File: config.mk
export PLATFORM = sky130hd
export DESIGN_NAME = booth_radix4_multiplier
export DESIGN_NICKNAME = d
export VERILOG_FILES = /design/src/rtl/booth_radix4_multiplier.sv
export SDC_FILE = /design/constraint.sdc
export NUM_CORES = 1
export LEC_CHECK = 0
export ABC_AREA = 1
export BUFFER_PORTS_ARGS = -buffer_cell sky130_fd_sc_hd__buf_2
export CAP_MARGIN = 20
export CORE_UTILIZATION = 50
export CTS_CLUSTER_DIAMETER = 120
export DETAILED_ROUTE_END_ITERATION = 6
export PLACE_DENSITY_LB_ADDON = 0.1
export SETUP_SLACK_MARGIN = 0.02
export SYNTH_ARGS = -nofsm -noshare
export SYNTH_HDL_FRONTEND = slang
export SYNTH_SLANG_ARGS = --single-unit
export TNS_END_PERCENT = 30
File: constraint.sdc
create_clock -name clk -period 2.95 [get_ports clk]
set_clock_uncertainty 0.15 [all_clocks]
set_input_delay 0.885 -clock clk [delete_from_list [all_inputs] [get_ports clk]]
set_output_delay 0.885 -clock clk [all_outputs]
set_load 0.005 [all_outputs]
File: src/rtl/booth_radix4_multiplier.sv
// Sequential radix-4 Booth multiplier, signed/unsigned, op_start/op_clear/op_done handshake.
// Optional build macro MULT_ZERO_SKIP_EN: a zero operand goes IDLE -> DONE on the start edge.
module booth_radix4_multiplier #(
  parameter int WIDTH = 64
) (
  input  logic                 clk,
  input  logic                 reset_n,
  input  logic                 op_start,
  input  logic                 op_clear,
  input  logic                 op_signed,
  input  logic [WIDTH-1:0]     multiplier,
  input  logic [WIDTH-1:0]     multiplicand,
  output logic [2*WIDTH-1:0]   result,
  output logic                 op_done,
  output logic                 busy,
  output logic [1:0]           state
);

  localparam int N  = WIDTH / 2 + 1;
  localparam int CW = $clog2(N + 1);

  typedef enum logic [1:0] {
    S_IDLE = 2'b00,
    S_MUL  = 2'b01,
    S_DONE = 2'b10
  } state_e;

  state_e               state_q, state_d;
  logic [WIDTH+1:0]     mcand_q, mcand_d;
  logic [WIDTH+2:0]     mplr_q,  mplr_d;
  logic [WIDTH+3:0]     acc_q,   acc_d;
  logic [CW-1:0]        cnt_q,   cnt_d;
  logic [2*WIDTH-1:0]   result_q, result_d;
  logic                 done_q,  done_d;
  logic                 busy_q,  busy_d;

  logic [WIDTH+3:0]     m_ext_s, m2_s, addend_s, sum_s, acc_sh_s;
  logic [WIDTH+2:0]     mplr_sh_s;
  logic                 cin_s;

  // Booth digit recode, upper-half add and combined 2-bit arithmetic shift
  always_comb begin
    m_ext_s  = {{2{mcand_q[WIDTH+1]}}, mcand_q};
    m2_s     = {m_ext_s[WIDTH+2:0], 1'b0};
    addend_s = {(WIDTH+4){1'b0}};
    cin_s    = 1'b0;
    case (mplr_q[2:0])
      3'b001, 3'b010: addend_s = m_ext_s;
      3'b011:         addend_s = m2_s;
      3'b100:         begin addend_s = ~m2_s;    cin_s = 1'b1; end
      3'b101, 3'b110: begin addend_s = ~m_ext_s; cin_s = 1'b1; end
      default:        addend_s = {(WIDTH+4){1'b0}};
    endcase
    sum_s     = acc_q + addend_s + {{(WIDTH+3){1'b0}}, cin_s};
    // low accumulator bits flow into the vacated top of the multiplier register
    acc_sh_s  = {sum_s[WIDTH+3], sum_s[WIDTH+3], sum_s[WIDTH+3:2]};
    mplr_sh_s = {sum_s[1:0], mplr_q[WIDTH+2:2]};
  end

  // Next-state and datapath control
  always_comb begin
    state_d  = state_q;
    mcand_d  = mcand_q;
    mplr_d   = mplr_q;
    acc_d    = acc_q;
    cnt_d    = cnt_q;
    result_d = result_q;
    case (state_q)
      S_IDLE: begin
        if (op_start) begin
          mcand_d = op_signed ? {{2{multiplicand[WIDTH-1]}}, multiplicand}
                              : {2'b00, multiplicand};
          mplr_d  = op_signed ? {{2{multiplier[WIDTH-1]}}, multiplier, 1'b0}
                              : {2'b00, multiplier, 1'b0};
          acc_d   = {(WIDTH+4){1'b0}};
          cnt_d   = CW'(N);
          state_d = S_MUL;
`ifdef MULT_ZERO_SKIP_EN
          if ((multiplier == {WIDTH{1'b0}}) || (multiplicand == {WIDTH{1'b0}})) begin
            cnt_d    = {CW{1'b0}};
            result_d = {(2*WIDTH){1'b0}};
            state_d  = S_DONE;
          end else begin
            state_d  = S_MUL;
          end
`endif
        end else begin
          state_d = S_IDLE;
        end
      end
      S_MUL: begin
        acc_d  = acc_sh_s;
        mplr_d = mplr_sh_s;
        cnt_d  = cnt_q - CW'(1);
        if (cnt_q == CW'(1)) begin
          // product sits one bit above the appended LSB
          result_d = {acc_sh_s[WIDTH-3:0], mplr_sh_s[WIDTH+2:1]};
          state_d  = S_DONE;
        end else begin
          state_d  = S_MUL;
        end
      end
      S_DONE:  state_d = S_DONE;
      default: state_d = S_IDLE;
    endcase
    if (op_clear) begin
      state_d  = S_IDLE;
      cnt_d    = {CW{1'b0}};
      result_d = {(2*WIDTH){1'b0}};
    end else begin
      cnt_d    = cnt_d;
    end
    done_d = (state_d == S_DONE);
    busy_d = (state_d == S_MUL);
  end

  // State and datapath registers
  always_ff @(posedge clk or negedge reset_n) begin
    if (!reset_n) begin
      state_q  <= S_IDLE;
      mcand_q  <= {(WIDTH+2){1'b0}};
      mplr_q   <= {(WIDTH+3){1'b0}};
      acc_q    <= {(WIDTH+4){1'b0}};
      cnt_q    <= {CW{1'b0}};
      result_q <= {(2*WIDTH){1'b0}};
      done_q   <= 1'b0;
      busy_q   <= 1'b0;
    end else begin
      state_q  <= state_d;
      mcand_q  <= mcand_d;
      mplr_q   <= mplr_d;
      acc_q    <= acc_d;
      cnt_q    <= cnt_d;
      result_q <= result_d;
      done_q   <= done_d;
      busy_q   <= busy_d;
    end
  end

  assign result  = result_q;
  assign op_done = done_q;
  assign busy    = busy_q;
  assign state   = state_q;

endmodule

**Yosys cells after proc, flatten, opt, wreduce, memory -nomap -nowiden**

Index checks and enable logic that the tools add are counted.

- Flip-flop bits (word level): 339
- Input port bits: 133

- Add/sub/neg operators: 3
- Reduce and logical (&&, ||, !) cells: 12
- Equality and inequality tests: 13
- Mux-type cells: 18
- Bitwise operators: 2

Operators by type and width:

| cell | count |
|---|---|
| $mux W128 | 3 |
| $pmux W68 S4 | 1 |
| $not A68 Y68 | 2 |
| $pmux W68 S2 | 1 |
| $mux W67 | 2 |
| $pmux W67 S2 | 1 |
| $add A68 B1 Y68 | 1 |
| $add A68 B68 Y68 | 1 |
| $mux W68 | 1 |
| $mux W66 | 1 |
| $mux W6 | 2 |
| $pmux W6 S2 | 1 |
| $eq A3 B3 Y1 const B | 3 |
| $reduce_and A2 Y1 | 4 |
| $eq A3 B2 Y1 const B | 2 |
| $eq A6 B1 Y1 const B | 1 |
| $pmux W2 S3 | 1 |
| $reduce_bool A2 Y1 | 3 |
| $sub A6 B1 Y6 const B | 1 |
| $eq A2 B1 Y1 const B | 2 |
| $eq A2 B2 Y1 const B | 2 |
| $mux W2 | 2 |
| $reduce_or A2 Y1 | 2 |
| $eq A3 B1 Y1 const B | 1 |
| other kinds (6) | 7 |

**Longest topological paths before layout**

Gate-level depths: netlist of the first run.

- Depth after elaboration: 8
- Gate-level depth with buffers: 24
- Mapped depth without buffers: 24

**Worst setup path before layout of the first run**

Ideal clock, no wire load.

- Kind: reg-to-reg
- Start point: register mplr_q[1]
- End point: register result_q[112], in the netlist result[112]
- Path buffers: 1
- Data required time: 2.683 ns
- Path slack: -0.269 ns
- Arrival time: 2.952 ns
- Period minus slack after synthesis: 3.219 ns
- Stages on the path, launching flop included: 24
- Path through: dfrtp_1 > nand2_1 > nand2_1 > nor2_1 > inv_2 > buf_2 > o21ai_0 > a21oi_1 > fa_1 > fa_1 > inv_1 > nand3_1 > nand2_2 > nand2_1 > nand2_2 > nand2_1 > nand3_2 > nand2_1 > nand2_1 > nand2_1 > nand2_1 > nand2_1 > nand3_1 > nand2_1

- Longest elaborated chain between the ends: 8
- Elaborated cells between the ends (all ways): 16
- Classes of those cells: add/sub (2); eq/ne (6); mux (5); reduce/logical (3)

RTL lines:

| element | RTL line | text |
|---|---|---|
| start: declaration | 30 | `logic [WIDTH+2:0] mplr_q, mplr_d;` |
| start signal: assignment | 122 | `mplr_q <= {(WIDTH+3){1'b0}};` |
| start signal: assignment | 131 | `mplr_q <= mplr_d;` |
| $eq A3 B3 Y1, or another cell as far along | 47 | `case (mplr_q[2:0])` |
| $reduce_or A2 Y1 | 47 |  |
| $pmux W68 S4 | 47 |  |
| $add A68 B68 Y68 | 54 | `sum_s = acc_q + addend_s + {{(WIDTH+3){1'b0}}, cin_s};` |
| $add A68 B1 Y68 (*) | 54 |  |
| $mux W128 (*) | 95 | `if (cnt_q == CW'(1)) begin` |
| $mux W128 (*) | 68 | `case (state_q)` |
| $mux W128 (*) | 106 | `if (op_clear) begin` |
| end signal: assignment | 125 | `result_q <= {(2*WIDTH){1'b0}};` |
| end signal: assignment | 134 | `result_q <= result_d;` |
| end: declaration | 33 | `logic [2*WIDTH-1:0] result_q, result_d;` |

Every way passes the cells marked *; elsewhere a longest branch is shown, timed or not. The select of a mux whose other input is x is not followed.
A chain may end at the register's enable or synchronous reset.

**Worst setup path after layout of the first run**

- Start point: register mplr_q[1]
- End point: register acc_q[62]

- Longest elaborated chain between the ends: 6
- Elaborated cells between the ends (all ways): 14
- Classes of those cells: add/sub (2); eq/ne (6); mux (3); reduce/logical (3)

RTL lines:

| element | RTL line | text |
|---|---|---|
| $eq A3 B3 Y1, or another cell as far along | 47 |  |
| $reduce_or A2 Y1 | 47 |  |
| $pmux W68 S4 | 47 |  |
| $add A68 B68 Y68 | 54 |  |
| $add A68 B1 Y68 (*) | 54 |  |
| $pmux W68 S2 (*) | 68 |  |
| end signal: assignment | 123 | `acc_q <= {(WIDTH+4){1'b0}};` |
| end: declaration | 31 | `logic [WIDTH+3:0] acc_q, acc_d;` |

Every way passes the cells marked *; elsewhere a longest branch is shown, timed or not.

==> results of run 1 <==
worst max-delay path by stage:
stage,endpoint,cells after the start,slack (ps)
after floorplan,result[112],23,-50
after global placement,acc_q[63],21,-980
after detailed placement,result[105],17,-850
after CTS,result[120],22,-510
after global routing,result[121],21,-690
final,acc_q[62],20,-520
kinds of logic (layout without fill, tap and decap cells):
kind of cell | count (synthesis) | count (layout) | share of synthesized area, %
AND/OR/NAND/NOR | 1333 | 1333 | 27.2
adder cells (fa/ha/maj) | 69 | 69 | 4.37
other | 0 | 8 | 0
XOR/XNOR | 24 | 24 | 1.05
AO/OA/AOI/OAI | 592 | 592 | 16.8
flip-flops | 336 | 336 | 41.9
buffers and inverters | 438 | 1003 | 8.67
power by group through the flow:
stage	combinational (mW)	clock [mW]	sequential, mW
2_1_floorplan	8.01	0	6.12
3_3_place_gp	13.8	0	6.34
3_5_place_dp	14.0	0	6.36
4_1_cts	16.0	5.03	6.36
5_1_grt	19.6	5.18	6.56
6_report	18.3	4.98	6.46
critical path, stage by stage (launching register included):
cell and delay [ps]:
dfrtp_1 430, nor2_4 160, nor2_2 70, nand2_4 100
inv_8 60, buf_8 150, buf_12 160, buf_4 150
a221oi_1 270, o21ai_1 140, ha_1 380, a21oi_2 190
o21ai_0 90, a21oi_1 130, buf_4 150, nand2_1 50
a21oi_1 120, buf_4 160, nand3b_1 80, nand3_1 80
nand2_1 60
flip-flops by register name, indices dropped and copies added (netlist names):
signal   cells
acc_q       66
mcand_q     65
busy         1
result     128
mplr_q      67
state        2
op_done      1
cnt_q        6
per-stage QoR:
stage	setup WS (ps)	area (um2)	power, mW	setup TNS (ps)	hold slack, ps
2_1_floorplan	-48.1	20100	14.1	-663	305
3_3_place_gp	-982	24000	20.2	-59410	309
3_5_place_dp	-850	24000	20.4	-59700	310
4_1_cts	-506	26700	27.4	-40890	145
5_1_grt	-695	28000	31.3	-66530	163
6_report	-518	28000	29.7	-47120	127
layer usage:
layer	wire length, um	GRT usage, %	up-vias
li1	-	-	10200
met1	31500	46.6	10300
met2	36700	61.0	895
met3	4740	4.37	207
met4	4160	17.3	0
met5	0	0	-
cells in the final DEF, fill, tap and decap left out, types with 8 or more instances in the layout:
| cell | count |
|---|---|
| nor2_1 | 100 |
| inv_2 | 31 |
| buf_12 | 20 |
| nand3_2 | 24 |
| ha_1 | 28 |
| inv_1 | 294 |
| ha_4 | 32 |
| o22ai_1 | 31 |
| nand3_4 | 9 |
| a221oi_2 | 24 |
| o21ai_2 | 10 |
| buf_6 | 8 |
| xnor2_1 | 9 |
| dfrtp_1 | 335 |
| nand2_4 | 18 |
| nor2_4 | 37 |
| buf_2 | 263 |
| nand4_1 | 10 |
| nand2_2 | 103 |
| a21oi_4 | 10 |
| o21ai_0 | 173 |
| clkbuf_16 | 44 |
| clkbuf_8 | 8 |
| a21oi_2 | 48 |
| o21ai_1 | 129 |
| nand3_1 | 99 |
| a21oi_1 | 99 |
| nand3b_1 | 20 |
| nor2_2 | 46 |
| diode_2 | 8 |
| o21bai_1 | 9 |
| a221oi_1 | 8 |
| nor3_4 | 9 |
| buf_4 | 304 |
| nand2_1 | 833 |
| a221o_1 | 28 |
what timing repair did:
item	in CTS	in global routing
hold buffers	0	0
resized for setup	291	241
setup endpoints to repair	120	126
buffers inserted	13	27
gates cloned	1	5
pin swaps	52	104
synthesized netlist by cell type (20+ instances only):
cell type / count
inv_1: 320
o21ai_0: 226
ha_1: 67
nand3_1: 123
a221o_1: 28
a21oi_1: 152
a221oi_1: 35
buf_2: 24
nand3b_1: 20
nor2_1: 170
o22ai_1: 31
o21ai_1: 87
dfrtp_1: 336
nand2_1: 941
clkbuf_1: 64
layout make-up:
cell class              instances  area (um2)
multi-input cells            2018       12100
fillers                      3333       11700
flip-flops and latches        336        8410
repair buffers                602        4250
inverters                     329        1250
clock buffers                  54        1130
well taps                     525         657
clock inverters                18         190
diodes                          8        20.0
==> impl_metrics.toml, run 1 <==
[outcome]
status = "complete, but fails checks"
violations = "setup timing"

[sta]
fmaxAchievable_ghz = 0.288
fin_crit_sh_pct = 118
rsz0062_at_grt = "true"
setup_viol = 122
worstMarginPinSlew_ps = 754
layout_min_cycle_time_ps = 3470
hold_viol_final = 0
slew_headroom_pct = 49.7
drv_slew = 0
worst_slack_ps = -518

[cts]
clock_path_buffers = 3
cts_max_level = 2
cts_tree = "built"
cts_inserted_buffers = 39
clk_pin_slew_worst_paths_ps = 60
cts-root-buf = "clkbuf_16"
cts.sinks = 336
clk-insertion-delay-late_ps = 580

[global_routing]
grt_usage_pct = 36.3
grt_max_degree = 172
overflow = 0
first_global_vias = 21000
antenna_found_initial = 7
grt_first_pass_wirelength_um = 116000

[logic_synthesis]
synth_flop_cell = "dfrtp_1"
ys_ff_latch = 336
synth-seq-area-share_pct = 41.9
async_flop_share_pct = 100
synth_area_um2 = 20100
synth-warning-count = 0
synthCells = 2792
ys_types = 43
syn_nets = 2994
synth_edf_count = 0
yosys.area.top_type = "dfrtp_1"
synth.avg_cell_area_um2 = 7.19
synth_area_leaders = "dfrtp_1, nand2_1, inv_1"
yosysTopAreaCellShare_pct = 41.9

[pwr]
pwr-share-clk_pct = 16.7
irDropWorstVdd_v = 0.000733
power_per_cell_area_nw_per_um2 = 1060
power_leakage_nw = 14.6
intPower_mw = 16.4
comb_power_share_pct = 61.5
switchingPower_mw = 13.3
sw_frac_of_total_pct = 44.7
p_seq_share_pct = 21.7

[layout]
finalNonFillerCells = 3890
nets = 3528
area_growth_pct = 39.3
layout-drive-gt1-share_pct = 33.4
fin_util_pct = 70.6

[min_path]
hold_class = "primary input to asynchronous set/reset pin"

[setup_path]
r2r_cells = 20
crit_type = "flip-flop to flip-flop"
cp_max_fo = 13
r2r-end = "acc_q[62]"
timing.rr.start = "mplr_q[1]"
start_kind = "flip-flop"
ff2ff_setup_slack_ps = -520
cp-startpoint = "mplr_q[1]"
critPathArrivalTime_ps = 3780
critPathRequiredTime_ps = 3260
endpoint_kind = "flip-flop"

[floorplan]
ios = 265
coreArea_um2 = 39600
dieWidth_um = 202
initial_utilization_pct = 50.7
die_area_um2 = 41000
row_count = 73
chipHeight_um = 202

[placement]
place_hpwl_um = 54300
port_buffers = 264
place_congestion = 1.03
dp_cells = 3764

[run]
cap_violations = 0

[routing]
wire_per_inst_um = 19.8
final_antenna_net_count = 0
vias = 21600
drc = 0
vias_per_cell = 5.56
wl_um = 77100
drt_first_pass_iters = 6
drtIter0Drc = 1793
Power figures use the tool's default switching activity.
==> run 2: changes to the inputs <==
--- a/config.mk
+++ b/config.mk
@@ -8,7 +8,7 @@
 export ABC_AREA = 1
 export BUFFER_PORTS_ARGS = -buffer_cell sky130_fd_sc_hd__buf_2
 export CAP_MARGIN = 20
-export CORE_UTILIZATION = 50
+export CORE_UTILIZATION = 45
 export CTS_CLUSTER_DIAMETER = 120
 export DETAILED_ROUTE_END_ITERATION = 6
 export PLACE_DENSITY_LB_ADDON = 0.1
==> run 2 against run 1 <==
Compared with the run above: utilization fell by 4.3 points; non-clock buffer count up 34; first-iteration DRC count decreased by 6.9%; the flow still finishes with violations (setup timing); highest routed layer unchanged; largest cell class unchanged.
==> impl_metrics.toml, run 2 (synthesis gave the netlist of run 1 again) <==
[sta]
slew_headroom_pct = 51.4
hold_slack_ps = 93.3
setup_tns_ps = -44760
hold_viol_final = 0
setup_viol = 122
worstMarginPinSlew_ps = 729
worst_slack_ps = -504
rsz0062_at_grt = "true"
fmaxAchievable_ghz = 0.290
layout_min_cycle_time_ps = 3450
fin_crit_sh_pct = 117
drv_slew = 0

[layout]
area_growth_pct = 45.6
n_fill_cell = 3862
layout-drive-gt1-share_pct = 37.7
finalNonFillerCells = 3986
nets = 3563
largest_reg_flops = 128
final_cell_mix = "nand2_1, dfrtp_1, buf_4"
mostFrequentLayoutCell = "nand2_1"

[pwr]
irDropWorstVdd_v = 0.000596
power_per_cell_area_nw_per_um2 = 1090
power_leakage_nw = 15.1

[min_path]
hold_class = "primary input to asynchronous set/reset pin"

[setup_path]
slowest_delay_ps = 450
path_delay_family = "simple AND/OR/NAND/NOR gates"
r2r_cells = 22
ff2ff_setup_slack_ps = -500
critPathArrivalTime_ps = 3760
critPathRequiredTime_ps = 3260
crit_type = "flip-flop to flip-flop"
r2r-end = "acc_q[61]"
cp_max_fo = 8
endpoint_kind = "flip-flop"
cp_num_buf_inv = 6
timing.rr.start = "mplr_q[1]"
path_common_cell = "nand2_4"
crit_chain = "nor2_4 > buf_6 > nor2_4 > inv_8 > buf_12 > buf_4 > o22ai_1 > a221o_1 > ha_4 > nand2_4 > inv_2 > a21oi_2 > nand2_2 > buf_6 > nand2_2 > nand2_4 > nand2_4 > nand2_4 > nand2_2 > nand3b_1 > nand3_1 > nand2_1"
slowest_stage = "dfrtp_2"
start_kind = "flip-flop"

[routing]
wl_um = 78500
drt_first_pass_iters = 5
final_antenna_net_count = 0
wire_per_inst_um = 19.7
drtIter0Drc = 1669
drc = 0
vias = 21400
vias_per_cell = 5.37

[global_routing]
grt_first_pass_wirelength_um = 117000
grt_usage_pct = 33.6
antenna_found_initial = 7
grt_max_degree = 92
first_global_vias = 21100
overflow = 0

[outcome]
status = "complete, but fails checks"
violations = "setup timing"

[cts]
cts.sinks = 336
cts_max_level = 2
cts_tree = "built"
clock_path_buffers = 3
clk-insertion-delay-late_ps = 580
clk_pin_slew_worst_paths_ps = 60
cts_inserted_buffers = 40
cts-root-buf = "clkbuf_16"

[floorplan]
row_count = 77
die_area_um2 = 45500
ios = 265
dieWidth_um = 213
coreArea_um2 = 44100
initial_utilization_pct = 45.5
chipHeight_um = 213

[placement]
place_congestion = 1.03
dp_cells = 3855
place_hpwl_um = 55800
port_buffers = 264

[run]
cap_violations = 0
run 2: area by class of cell:
cell class	count	area (um2)	area share, %
Antenna cell	7	17.5	0.0599
Clock buffer	59	1170	4.02
Clock inverter	9	118	0.402
Inverter	329	1250	4.29
Multi-Input combinational cell	2018	12900	44.1
Sequential cell	336	8410	28.8
Tap cell	592	741	2.53
Timing Repair Buffer	636	4630	15.8
run 2: power by group:
group	internal [mW]	leakage, nW	switching, mW	total [mW]
Sequential	5.58	4.39	0.856	6.44
Combinational	9.12	10.1	11.3	20.4
Clock	2.85	0.620	2.04	4.90
run 2: layer usage:
metal | up-vias | part of all wire [%] | track usage, %
li1 | 10200 | - | -
met2 | 690 | 47 | 55.0
met1 | 10300 | 43 | 44.1
met5 | - | 0 | 0
met4 | 0 | 5.2 | 16.3
met3 | 186 | 4.9 | 3.82
run 2: worst max path at each step:
stage,to,startpoint,slack [ps],depth (start not counted)
final,acc_q[61],mplr_q[1],-500,22
after global routing,result[127],mplr_q[1],-580,24
after CTS,result[127],mplr_q[0],-400,19
after detailed placement,acc_q[47],mplr_q[1],-840,21
after global placement,result[113],mplr_q[1],-880,21
after floorplan,result[112],mplr_q[0],-50,23
run 2: per-stage QoR:
stage          worst slack, ps  util [%]  cell area (um2)  total power, mW
2_1_floorplan            -48.1         -            20100             14.1
3_3_place_gp              -877      55.0            24300             20.7
3_5_place_dp              -843      55.0            24300             20.9
4_1_cts                   -398      62.3            27500             28.8
5_1_grt                   -583      66.2            29200             33.6
6_report                  -504      66.2            29200             31.8
run 2: timing repair:
| action | CTS | global route |
|---|---|---|
| buffers inserted | 29 | 19 |
| setup endpoints to repair | 122 | 126 |
| pin swaps | 85 | 124 |
| hold buffers | 0 | 0 |
| gates cloned | 5 | 5 |
| gates resized for setup | 405 | 376 |
==> run 3: changes to the inputs <==
--- a/config.mk
+++ b/config.mk
@@ -5,14 +5,13 @@
 export SDC_FILE = /design/constraint.sdc
 export NUM_CORES = 1
 export LEC_CHECK = 0
-export ABC_AREA = 1
 export BUFFER_PORTS_ARGS = -buffer_cell sky130_fd_sc_hd__buf_2
 export CAP_MARGIN = 20
+export CORE_MARGIN = 3
 export CORE_UTILIZATION = 45
 export CTS_CLUSTER_DIAMETER = 120
 export DETAILED_ROUTE_END_ITERATION = 6
 export PLACE_DENSITY_LB_ADDON = 0.1
-export SETUP_SLACK_MARGIN = 0.02
 export SYNTH_ARGS = -nofsm -noshare
 export SYNTH_HDL_FRONTEND = slang
 export SYNTH_SLANG_ARGS = --single-unit
==> run 3 against run 2 <==
Compared with the run above: worst setup slack worse by 550 ps; maximum frequency down 14%; highest routed layer unchanged; register-to-register slack got worse by 550 ps; sequential power down 2%; combinational power decreased by 29%; the run still ends with setup timing left; largest cell class unchanged; critical endpoint is now acc_q[59].
==> impl_metrics.toml, run 3 <==
[sta]
hold_viol_final = 0
fmaxAchievable_ghz = 0.250
layout_min_cycle_time_ps = 4000
rsz0062_at_grt = "true"
hold_slack_ps = 105
slew_headroom_pct = 50.8
fin_crit_sh_pct = 136
setup_viol = 119
setup_tns_ps = -81070
worstMarginPinSlew_ps = 739
worst_slack_ps = -1050
drv_slew = 0

[setup_path]
crit_chain = "nand2_4 > nor2_4 > buf_12 > clkbuf_16 > a22oi_1 > o21ai_0 > ha_1 > and4_4 > nand3_2 > nor3_2 > buf_4 > and2_1 > a31o_2 > and4bb_2 > nor3_2 > or4_1 > a32o_1"
slowest_stage = "or4_1"
cp_max_fo = 17
path_common_cell = "nor3_2"
start_kind = "flip-flop"
cp_num_buf_inv = 3
path_delay_family = "simple AND/OR/NAND/NOR gates"
slowest_delay_ps = 510
endpoint_kind = "flip-flop"
critPathArrivalTime_ps = 4300
crit_type = "flip-flop to flip-flop"
critPathRequiredTime_ps = 3250

[logic_synthesis]
synth-warning-count = 0
ys_types = 74
synth_area_leaders = "dfrtp_1, a21oi_1, nand2_1"
synth_edf_count = 0
synth_flop_cell = "dfrtp_1"
synth_area_um2 = 19500
yosysTopAreaCellShare_pct = 43.2
syn_nets = 2373
synth.avg_cell_area_um2 = 8.97
yosys.area.top_type = "dfrtp_1"
ys_ff_latch = 336
synth_common_cells = "dfrtp_1, nand2_1, a21oi_1"
yosysMostFrequentCell = "dfrtp_1"
synth-seq-area-share_pct = 43.2
synthCells = 2171
async_flop_share_pct = 100

[placement]
dp_cells = 3222
port_buffers = 264
place_hpwl_um = 44700
placedInstanceArea_um2 = 24200
place_congestion = 0.930

[floorplan]
row_count = 75
chipHeight_um = 214
initial_utilization_pct = 46.0
coreArea_um2 = 42300
die_area_um2 = 45800
dieWidth_um = 214
ios = 265

[pwr]
irDropWorstVdd_v = 0.000581
power_per_cell_area_nw_per_um2 = 946
power_leakage_nw = 12.6

[min_path]
hold_class = "primary input to asynchronous set/reset pin"

[cts]
clk_pin_slew_worst_paths_ps = 60
cts_tree = "built"
cts_inserted_buffers = 39
clk-insertion-delay-late_ps = 570
cts-root-buf = "clkbuf_16"
cts.sinks = 336
clock_path_buffers = 3
cts_max_level = 2

[routing]
drtIter0Drc = 1407
vias_per_cell = 5.73
drc = 0
wl_um = 67300
vias = 19200
drt_first_pass_iters = 7
final_antenna_net_count = 0
wire_per_inst_um = 20.1

[global_routing]
grt_first_pass_wirelength_um = 103000
grt_usage_pct = 27.5
antenna_found_initial = 3
grt_max_degree = 90
first_global_vias = 18900
overflow = 0

[layout]
fin_util_pct = 64.0
nets = 2951
layout-drive-gt1-share_pct = 36.8
multi_input_area_um2 = 11500
n_fill_cell = 3603
seq_area_um2 = 8420
mostFrequentLayoutCell = "buf_4"
finalNonFillerCells = 3354
largest_reg_flops = 128
final_cell_mix = "buf_4, dfrtp_1, nand2_1"
design_area_um2 = 27100
area_growth_pct = 39.2

[outcome]
violations = "setup timing"
status = "complete, but fails checks"

[run]
cap_violations = 0
==> run 3: through the flow <==
| stage | power [mW] | setup slack [ps] |
|---|---|---|
| 6_report | 25.6 | -1050 |
| 5_1_grt | 27.1 | -1220 |
| 4_1_cts | 24.0 | -966 |
| 3_5_place_dp | 18.4 | -980 |
| 3_3_place_gp | 18.3 | -963 |
| 2_1_floorplan | 13.0 | -640 |
==> run 3: area by class of cell <==
class,count,share of cell area [%]
Multi-Input combinational cell,1657,42.5
Sequential cell,336,31.1
Timing Repair Buffer,691,18.7
Clock buffer,54,4.22
Tap cell,577,2.66
Clock inverter,13,0.499
Inverter,24,0.332
Antenna cell,2,0.0185
==> run 3: kinds of logic after synthesis <==
family | synth area share, %
fa+ha+maj | 4.51
buf+inv | 3.55
simple gates | 15.2
flops | 43.2
compound gates | 24.6
xor+xnor | 5.13
mux | 3.81
==> run 3: path summary, 6_finish.rpt <==
check                      slack (ps)           to       from  cells past startpoint
max                             -1050    acc_q[59]  mplr_q[0]                     17
max reg2reg                     -1050    acc_q[59]  mplr_q[0]                     17
min                               100  mcand_q[46]    reset_n                      1
max in group asynchronous        1770   mplr_q[64]    reset_n                      3
min reg2reg                       340     acc_q[0]   acc_q[0]                      2
min in group clk                  340     acc_q[0]   acc_q[0]                      2
==> run 3: what timing repair did <==
action                     CTS  global route
gates cloned                 1             9
buffers inserted            16            38
gates resized for setup     78           173
pin swaps                   29            88
hold buffers                 0             0
setup endpoints to repair  119           122
==> run 3: where the power goes <==
group          leakage (nW)  total [mW]  switching (mW)  internal [mW]
combinational          7.54        14.4            7.32           7.11
clock                 0.631        4.89            2.01           2.88
sequential             4.38        6.30           0.803           5.50
==> run 3: per-layer routing <==
metal / GRT usage, % / part of all wire, %
met1: 38.8 / 45
met2: 44.1 / 47
met3: 4.24 / 5.7
met4: 8.24 / 2.6
met5: 0 / 0
